[src/rtl/i2s2_slave_port_if.sv]
// i2s2_slave_port_if: I2S serial lines plus RX/TX sample streams of the I2S slave port
//   SCLK_IN, LRCK_IN, SDIN : external bit clock, word select, ADC data (async to MCLK)
//   SDOUT                  : serial data to DAC
//   RX_DATA/RX_CH/RX_VALID : received 24-bit word, its channel, one-cycle update strobe
//   TX_LEFT/TX_RIGHT       : stereo sample offered with TX_VALID, taken when TX_READY
//   TX_UNDERRUN            : one-cycle strobe when a frame starts without a new sample
interface i2s2_slave_port_if;
    logic        SCLK_IN;
    logic        LRCK_IN;
    logic        SDIN;
    logic        SDOUT;
    logic [23:0] RX_DATA;
    logic        RX_CH;
    logic        RX_VALID;
    logic [23:0] TX_LEFT;
    logic [23:0] TX_RIGHT;
    logic        TX_VALID;
    logic        TX_READY;
    logic        TX_UNDERRUN;
    modport slave (
        input  SCLK_IN, LRCK_IN, SDIN, TX_LEFT, TX_RIGHT, TX_VALID,
        output SDOUT, RX_DATA, RX_CH, RX_VALID, TX_READY, TX_UNDERRUN
    );
    modport master (
        output SCLK_IN, LRCK_IN, SDIN, TX_LEFT, TX_RIGHT, TX_VALID,
        input  SDOUT, RX_DATA, RX_CH, RX_VALID, TX_READY, TX_UNDERRUN
    );
endinterface

[src/rtl/i2s2_slave_port.sv]
// i2s2_slave_port: 24-bit I2S slave transceiver clocked by MCLK, oversampling SCLK/LRCK
//   MCLK  : system clock, all logic on its rising edge
//   RST_N : asynchronous active-low reset
//   bus   : i2s2_slave_port_if.slave (serial lines, RX word stream, TX sample handshake)
module i2s2_slave_port (
    input logic MCLK,
    input logic RST_N,
    i2s2_slave_port_if.slave bus
);
    logic [1:0]  sclk_s, lrck_s, sdin_s;
    logic        sclk_d, lrck_d, armed, rdy_en;
    logic [4:0]  cnt, tx_idx, pad;
    logic [23:0] rx_sr, rx_data, pend_l, pend_r, act_l, act_r, tx_word;
    logic        rx_ch, rx_valid, pend_full, underrun, sdout;
    logic        sclk_rise, sclk_fall, lrck_edge, fs, tx_ready, xfer;
    always_comb begin
        // SCLK events only count once the first LRCK edge has framed the stream
        sclk_rise = armed & sclk_s[1] & ~sclk_d;
        sclk_fall = armed & ~sclk_s[1] & sclk_d;
        lrck_edge = lrck_s[1] ^ lrck_d;
        fs        = lrck_edge & lrck_d;
        // frame start frees the slot in the same cycle, so a waiting sample can land at once
        tx_ready  = rdy_en & (~pend_full | fs);
        xfer      = bus.TX_VALID & tx_ready;
        tx_word   = lrck_s[1] ? act_r : act_l;
        tx_idx    = 5'd24 - cnt;
        // left-align a short word: cnt-1 bits arrived, so shift by 24-(cnt-1)
        pad       = 5'd25 - cnt;
    end
    always_ff @(posedge MCLK or negedge RST_N) begin
        if (!RST_N) begin
            sclk_s    <= '0;
            lrck_s    <= '0;
            sdin_s    <= '0;
            sclk_d    <= 1'b0;
            lrck_d    <= 1'b0;
            armed     <= 1'b0;
            rdy_en    <= 1'b0;
            cnt       <= '0;
            rx_sr     <= '0;
            rx_data   <= '0;
            rx_ch     <= 1'b0;
            rx_valid  <= 1'b0;
            pend_l    <= '0;
            pend_r    <= '0;
            pend_full <= 1'b0;
            act_l     <= '0;
            act_r     <= '0;
            underrun  <= 1'b0;
            sdout     <= 1'b0;
        end else begin
            sclk_s    <= {sclk_s[0], bus.SCLK_IN};
            lrck_s    <= {lrck_s[0], bus.LRCK_IN};
            sdin_s    <= {sdin_s[0], bus.SDIN};
            sclk_d    <= sclk_s[1];
            lrck_d    <= lrck_s[1];
            armed     <= armed | lrck_edge;
            rdy_en    <= 1'b1;
            rx_valid  <= 1'b0;
            underrun  <= 1'b0;
            if (lrck_edge) begin
                cnt   <= '0;
                rx_sr <= '0;
                // cnt 2..24 means 1..23 data bits: flush them; cnt 25+ was already emitted
                if (armed && cnt >= 5'd2 && cnt <= 5'd24) begin
                    rx_data  <= rx_sr << pad;
                    rx_ch    <= lrck_d;
                    rx_valid <= 1'b1;
                end
            end else if (sclk_rise) begin
                if (cnt != 5'd31)
                    cnt <= cnt + 5'd1;
                if (cnt >= 5'd1 && cnt <= 5'd24)
                    rx_sr <= {rx_sr[22:0], sdin_s[1]};
                if (cnt == 5'd24) begin
                    rx_data  <= {rx_sr[22:0], sdin_s[1]};
                    rx_ch    <= lrck_s[1];
                    rx_valid <= 1'b1;
                end
            end
            if (lrck_edge)
                sdout <= 1'b0;
            else if (sclk_fall)
                sdout <= (cnt >= 5'd1 && cnt <= 5'd24) ? tx_word[tx_idx] : 1'b0;
            if (fs) begin
                if (pend_full) begin
                    act_l <= pend_l;
                    act_r <= pend_r;
                end else begin
                    underrun <= 1'b1;
                end
            end
            if (xfer) begin
                pend_l <= bus.TX_LEFT;
                pend_r <= bus.TX_RIGHT;
            end
            pend_full <= xfer | (pend_full & ~fs);
        end
    end
    assign bus.SDOUT       = sdout;
    assign bus.RX_DATA     = rx_data;
    assign bus.RX_CH       = rx_ch;
    assign bus.RX_VALID    = rx_valid;
    assign bus.TX_READY    = tx_ready;
    assign bus.TX_UNDERRUN = underrun;
endmodule

[src/flat_wrapper.sv]
// flat-port wrapper written by rule: the top's interface ports become plain ports
module i2s2_slave_port_flat 
  (MCLK, RST_N, bus_SCLK_IN, bus_LRCK_IN, bus_SDIN, bus_TX_LEFT, bus_TX_RIGHT, bus_TX_VALID, bus_SDOUT, bus_RX_DATA, bus_RX_CH, bus_RX_VALID, bus_TX_READY, bus_TX_UNDERRUN);
  i2s2_slave_port_if bus_i ();
  input logic MCLK;
  input logic RST_N;
  input wire logic [$bits(bus_i.SCLK_IN)-1:0] bus_SCLK_IN;
  input wire logic [$bits(bus_i.LRCK_IN)-1:0] bus_LRCK_IN;
  input wire logic [$bits(bus_i.SDIN)-1:0] bus_SDIN;
  input wire logic [$bits(bus_i.TX_LEFT)-1:0] bus_TX_LEFT;
  input wire logic [$bits(bus_i.TX_RIGHT)-1:0] bus_TX_RIGHT;
  input wire logic [$bits(bus_i.TX_VALID)-1:0] bus_TX_VALID;
  output wire logic [$bits(bus_i.SDOUT)-1:0] bus_SDOUT;
  output wire logic [$bits(bus_i.RX_DATA)-1:0] bus_RX_DATA;
  output wire logic [$bits(bus_i.RX_CH)-1:0] bus_RX_CH;
  output wire logic [$bits(bus_i.RX_VALID)-1:0] bus_RX_VALID;
  output wire logic [$bits(bus_i.TX_READY)-1:0] bus_TX_READY;
  output wire logic [$bits(bus_i.TX_UNDERRUN)-1:0] bus_TX_UNDERRUN;
  assign bus_i.SCLK_IN = bus_SCLK_IN;
  assign bus_i.LRCK_IN = bus_LRCK_IN;
  assign bus_i.SDIN = bus_SDIN;
  assign bus_i.TX_LEFT = bus_TX_LEFT;
  assign bus_i.TX_RIGHT = bus_TX_RIGHT;
  assign bus_i.TX_VALID = bus_TX_VALID;
  assign bus_SDOUT = bus_i.SDOUT;
  assign bus_RX_DATA = bus_i.RX_DATA;
  assign bus_RX_CH = bus_i.RX_CH;
  assign bus_RX_VALID = bus_i.RX_VALID;
  assign bus_TX_READY = bus_i.TX_READY;
  assign bus_TX_UNDERRUN = bus_i.TX_UNDERRUN;
  i2s2_slave_port u_core (.MCLK(MCLK), .RST_N(RST_N), .bus(bus_i));
endmodule
[config.mk]
export PLATFORM = sky130hd
export DESIGN_NAME = i2s2_slave_port_flat
export DESIGN_NICKNAME = d
export VERILOG_FILES = /design/src/rtl/i2s2_slave_port_if.sv /design/src/rtl/i2s2_slave_port.sv /design/src/flat_wrapper.sv
export SDC_FILE = /design/constraint.sdc
export NUM_CORES = 1
export LEC_CHECK = 0
export BUFFER_PORTS_ARGS = -buffer_cell sky130_fd_sc_hd__buf_2
export CAP_MARGIN = 40
export CORE_UTILIZATION = 50
export DETAILED_ROUTE_END_ITERATION = 16
export PLACE_DENSITY = 0.79
export SETUP_SLACK_MARGIN = 0.2
export SYNTH_ARGS = -nofsm -noshare
export SYNTH_HDL_FRONTEND = slang
export SYNTH_SLANG_ARGS = --single-unit
[constraint.sdc]
create_clock -name MCLK -period 4.65 [get_ports MCLK]
set_clock_uncertainty 0.1 [all_clocks]
set_input_delay 0.2325 -clock MCLK [delete_from_list [all_inputs] [get_ports MCLK]]
set_output_delay 0.2325 -clock MCLK [all_outputs]
set_load 0.01 [all_outputs]
==> qor.csv <==
metric,value,unit
async_flop_share,100,%
rsz0062_at_grt,false,
first_global_vias,5886,
cp.arrival,3.26,ns
ys_warn_count,0,
cts_root_buffer,clkbuf_16,
io_buffers,82,
coreArea,0.0154,mm^2
worst-r2r-cell-count,6,
setup_tns,0,ns
clock_path_buffers,2,
die_x,129,um
path_clk_slew,0.06,ns
fin_crit_sh,64.6,%
period_minus_slack,3.00,ns
drtPass1Iterations,5,
p_sw,1.36,mW
whs,0.248,ns
vias,5758,
synth_most_common_cell,dfrtp_1,
synthTopCellsByCount,"dfrtp_1, mux2_2, nand2_1",
combPwrFrac,23.5,%
nets,861,
synth.distinct_cells,54,
fillers,1182,
antenna_found_initial,0,
pwr-share-clk,30.7,%
min_path_cells,0,
cts_max_level,4,
avgSynthCellArea,11.8,um^2
p_per_area,478,mW/mm^2
start_util,52.0,%
synth_top_area_share,51.1,%
avgViaCountPerCell,5.64,
ctsResizeCount,0,
cts_sinks,164,
post_cts.repair.setup_buffers,0,
maxSlewViolCount,0,
cp.required,4.91,ns
totalWireLength,19600,um
end_kind,register,
drive_gt1_share,31.5,%
rows,45,
p_int,3.26,mW
grt_first_pass_wirelength,31900,um
setup_viol,0,
worstMarginPinSlew,0.848,ns
seq_power_share,45.8,%
synth_ff_type,dfrtp_1,
routabilityCongestion,0.938,
p_leak,4.16,nW
finalHoldViolations,0,
place_hpwl,12600,um
avgRoutedWirePerCell,19.2,um
cts_tree,done,
slew_headroom,43.5,%
yosysTopAreaCell,dfrtp_1,
ioPinCount,83,
dp_cells,938,
route.detailed.drc,0,
place_ws,1.74,ns
status,finished clean,
ant_nets,0,
fin_ws,1.65,ns
areaGrowthSynthToFinish,20.5,%
multi_input_area,0.00363,mm^2
vdd_ir_drop_max,0.000284,V
first_iter_violations,436,
regArea,0.00410,mm^2
track_usage,25.8,%
synth_edf_count,0,
syn_inst,678,
syn-num-nets,741,
dieArea,0.0166,mm^2
maxCapViolCount,0,
cts_buffers,17,
worstSetupPathType,reg2reg,
path_max_fanout,29,
insertion_delay,0.43,ns
die_h,129,um
netlist_area,0.00803,mm^2
ys_seq_elements,164,
antennaDiodeCount,0,
final_core_util,62.7,%
p_sw_share,29.4,%
fmax,333,MHz
cp-start-kind,register,
seq_area_frac_synth,51.1,%
final_cells,1021,
synth.area.top_cells,"dfrtp_1, mux2_2, nand2_1, mux2i_1, mux4_2",
grt_max_degree,76,
grt-ovfl-total,0,
hp-class,reg2reg,
==> flip-flops by register name, summed over array words and instances, names as in the netlist <==
register,flops
u_core.pend_r,24
u_core.act_r,24
u_core.bus.TX_UNDERRUN,1
u_core.lrck_d,1
u_core.armed,1
u_core.act_l,24
u_core.sdin_s,2
u_core.pend_l,24
u_core.pend_full,1
u_core.bus.RX_DATA,24
u_core.rx_sr,24
u_core.bus.SDOUT,1
u_core.bus.RX_CH,1
u_core.sclk_d,1
u_core.bus.RX_VALID,1
u_core.sclk_s,2
u_core.lrck_s,2
u_core.cnt,5
u_core.rdy_en,1
==> worst paths after layout <==
kind	end	slack (ns)	start
max	u_core.bus.RX_DATA[22]	1.65	u_core.cnt[2]
min	u_core.sdin_s[1]	0.25	u_core.sdin_s[0]
max reg2reg	u_core.bus.RX_DATA[22]	1.65	u_core.cnt[2]
min reg2reg	u_core.sdin_s[1]	0.25	u_core.sdin_s[0]
max in group asynchronous	u_core.act_r[23]	3.08	RST_N
min in group asynchronous	u_core.rx_sr[5]	0.30	RST_N
==> metrics by stage <==
stage / power [mW] / cell area, um^2
3_5_place_dp: 3.17 / 8560
5_1_grt: 4.85 / 9670
6_report: 4.62 / 9670
4_1_cts: 4.64 / 9670
3_3_place_gp: 3.09 / 8520
2_1_floorplan: 2.79 / 8030
==> layout by cell type (no fill, tap or decap), drive strengths merged, types with 18 or more instances in the layout <==
cell / count
a31oi: 24
mux4: 18
dlygate4sd3: 52
mux2: 103
clkbuf: 19
dfrtp: 164
nand2: 96
mux2i: 33
buf: 94
o21ai: 49
nor2: 39
==> critical path: stages (launching register included) <==
cell	delay, ns
dfrtp_1	0.53
inv_1	0.16
ha_1	0.87
inv_1	0.45
o21ai_0	0.47
a22oi_1	0.16
a21oi_1	0.17
==> metal layers <==
layer	vias up	GRT usage (%)	routed length (um)
li1	2670	-	-
met1	2878	32.1	8300
met2	179	45.4	10200
met3	31	4.24	720
met4	0	9.62	369
met5	-	0	0
==> layout make-up <==
type / instances / area share, %
Clock buffer: 19 / 4.58
Timing Repair Buffer: 146 / 10.9
Multi-Input combinational cell: 459 / 37.5
Sequential cell: 164 / 42.4
Clock inverter: 12 / 1.49
Tap cell: 211 / 2.73
Inverter: 10 / 0.388
==> what timing repair did <==
action	CTS	global route
hold buffers	52	0
setup endpoints to repair	0	0
hold endpoints to repair	124	0
==> power by group through the flow <==
stage | Clock, mW | Combinational [mW] | Sequential (mW)
2_1_floorplan | 0 | 0.691 | 2.10
3_3_place_gp | 0 | 0.994 | 2.09
3_5_place_dp | 0 | 1.04 | 2.13
4_1_cts | 1.44 | 1.09 | 2.12
5_1_grt | 1.49 | 1.19 | 2.17
6_report | 1.42 | 1.08 | 2.12
==> cell families after synthesis <==
kind of cell	after synthesis	synth area share, %
adders and majority gates	9	1.40
muxes	154	23.8
buffers and inverters	55	3.77
and+or+nand+nor	165	8.90
DFF	164	51.1
other	1	0.0467
xor gates and xnor gates	9	1.54
AOI/OAI and AO/OA	121	9.41
Note: power is estimated with default switching activity, not from simulation.
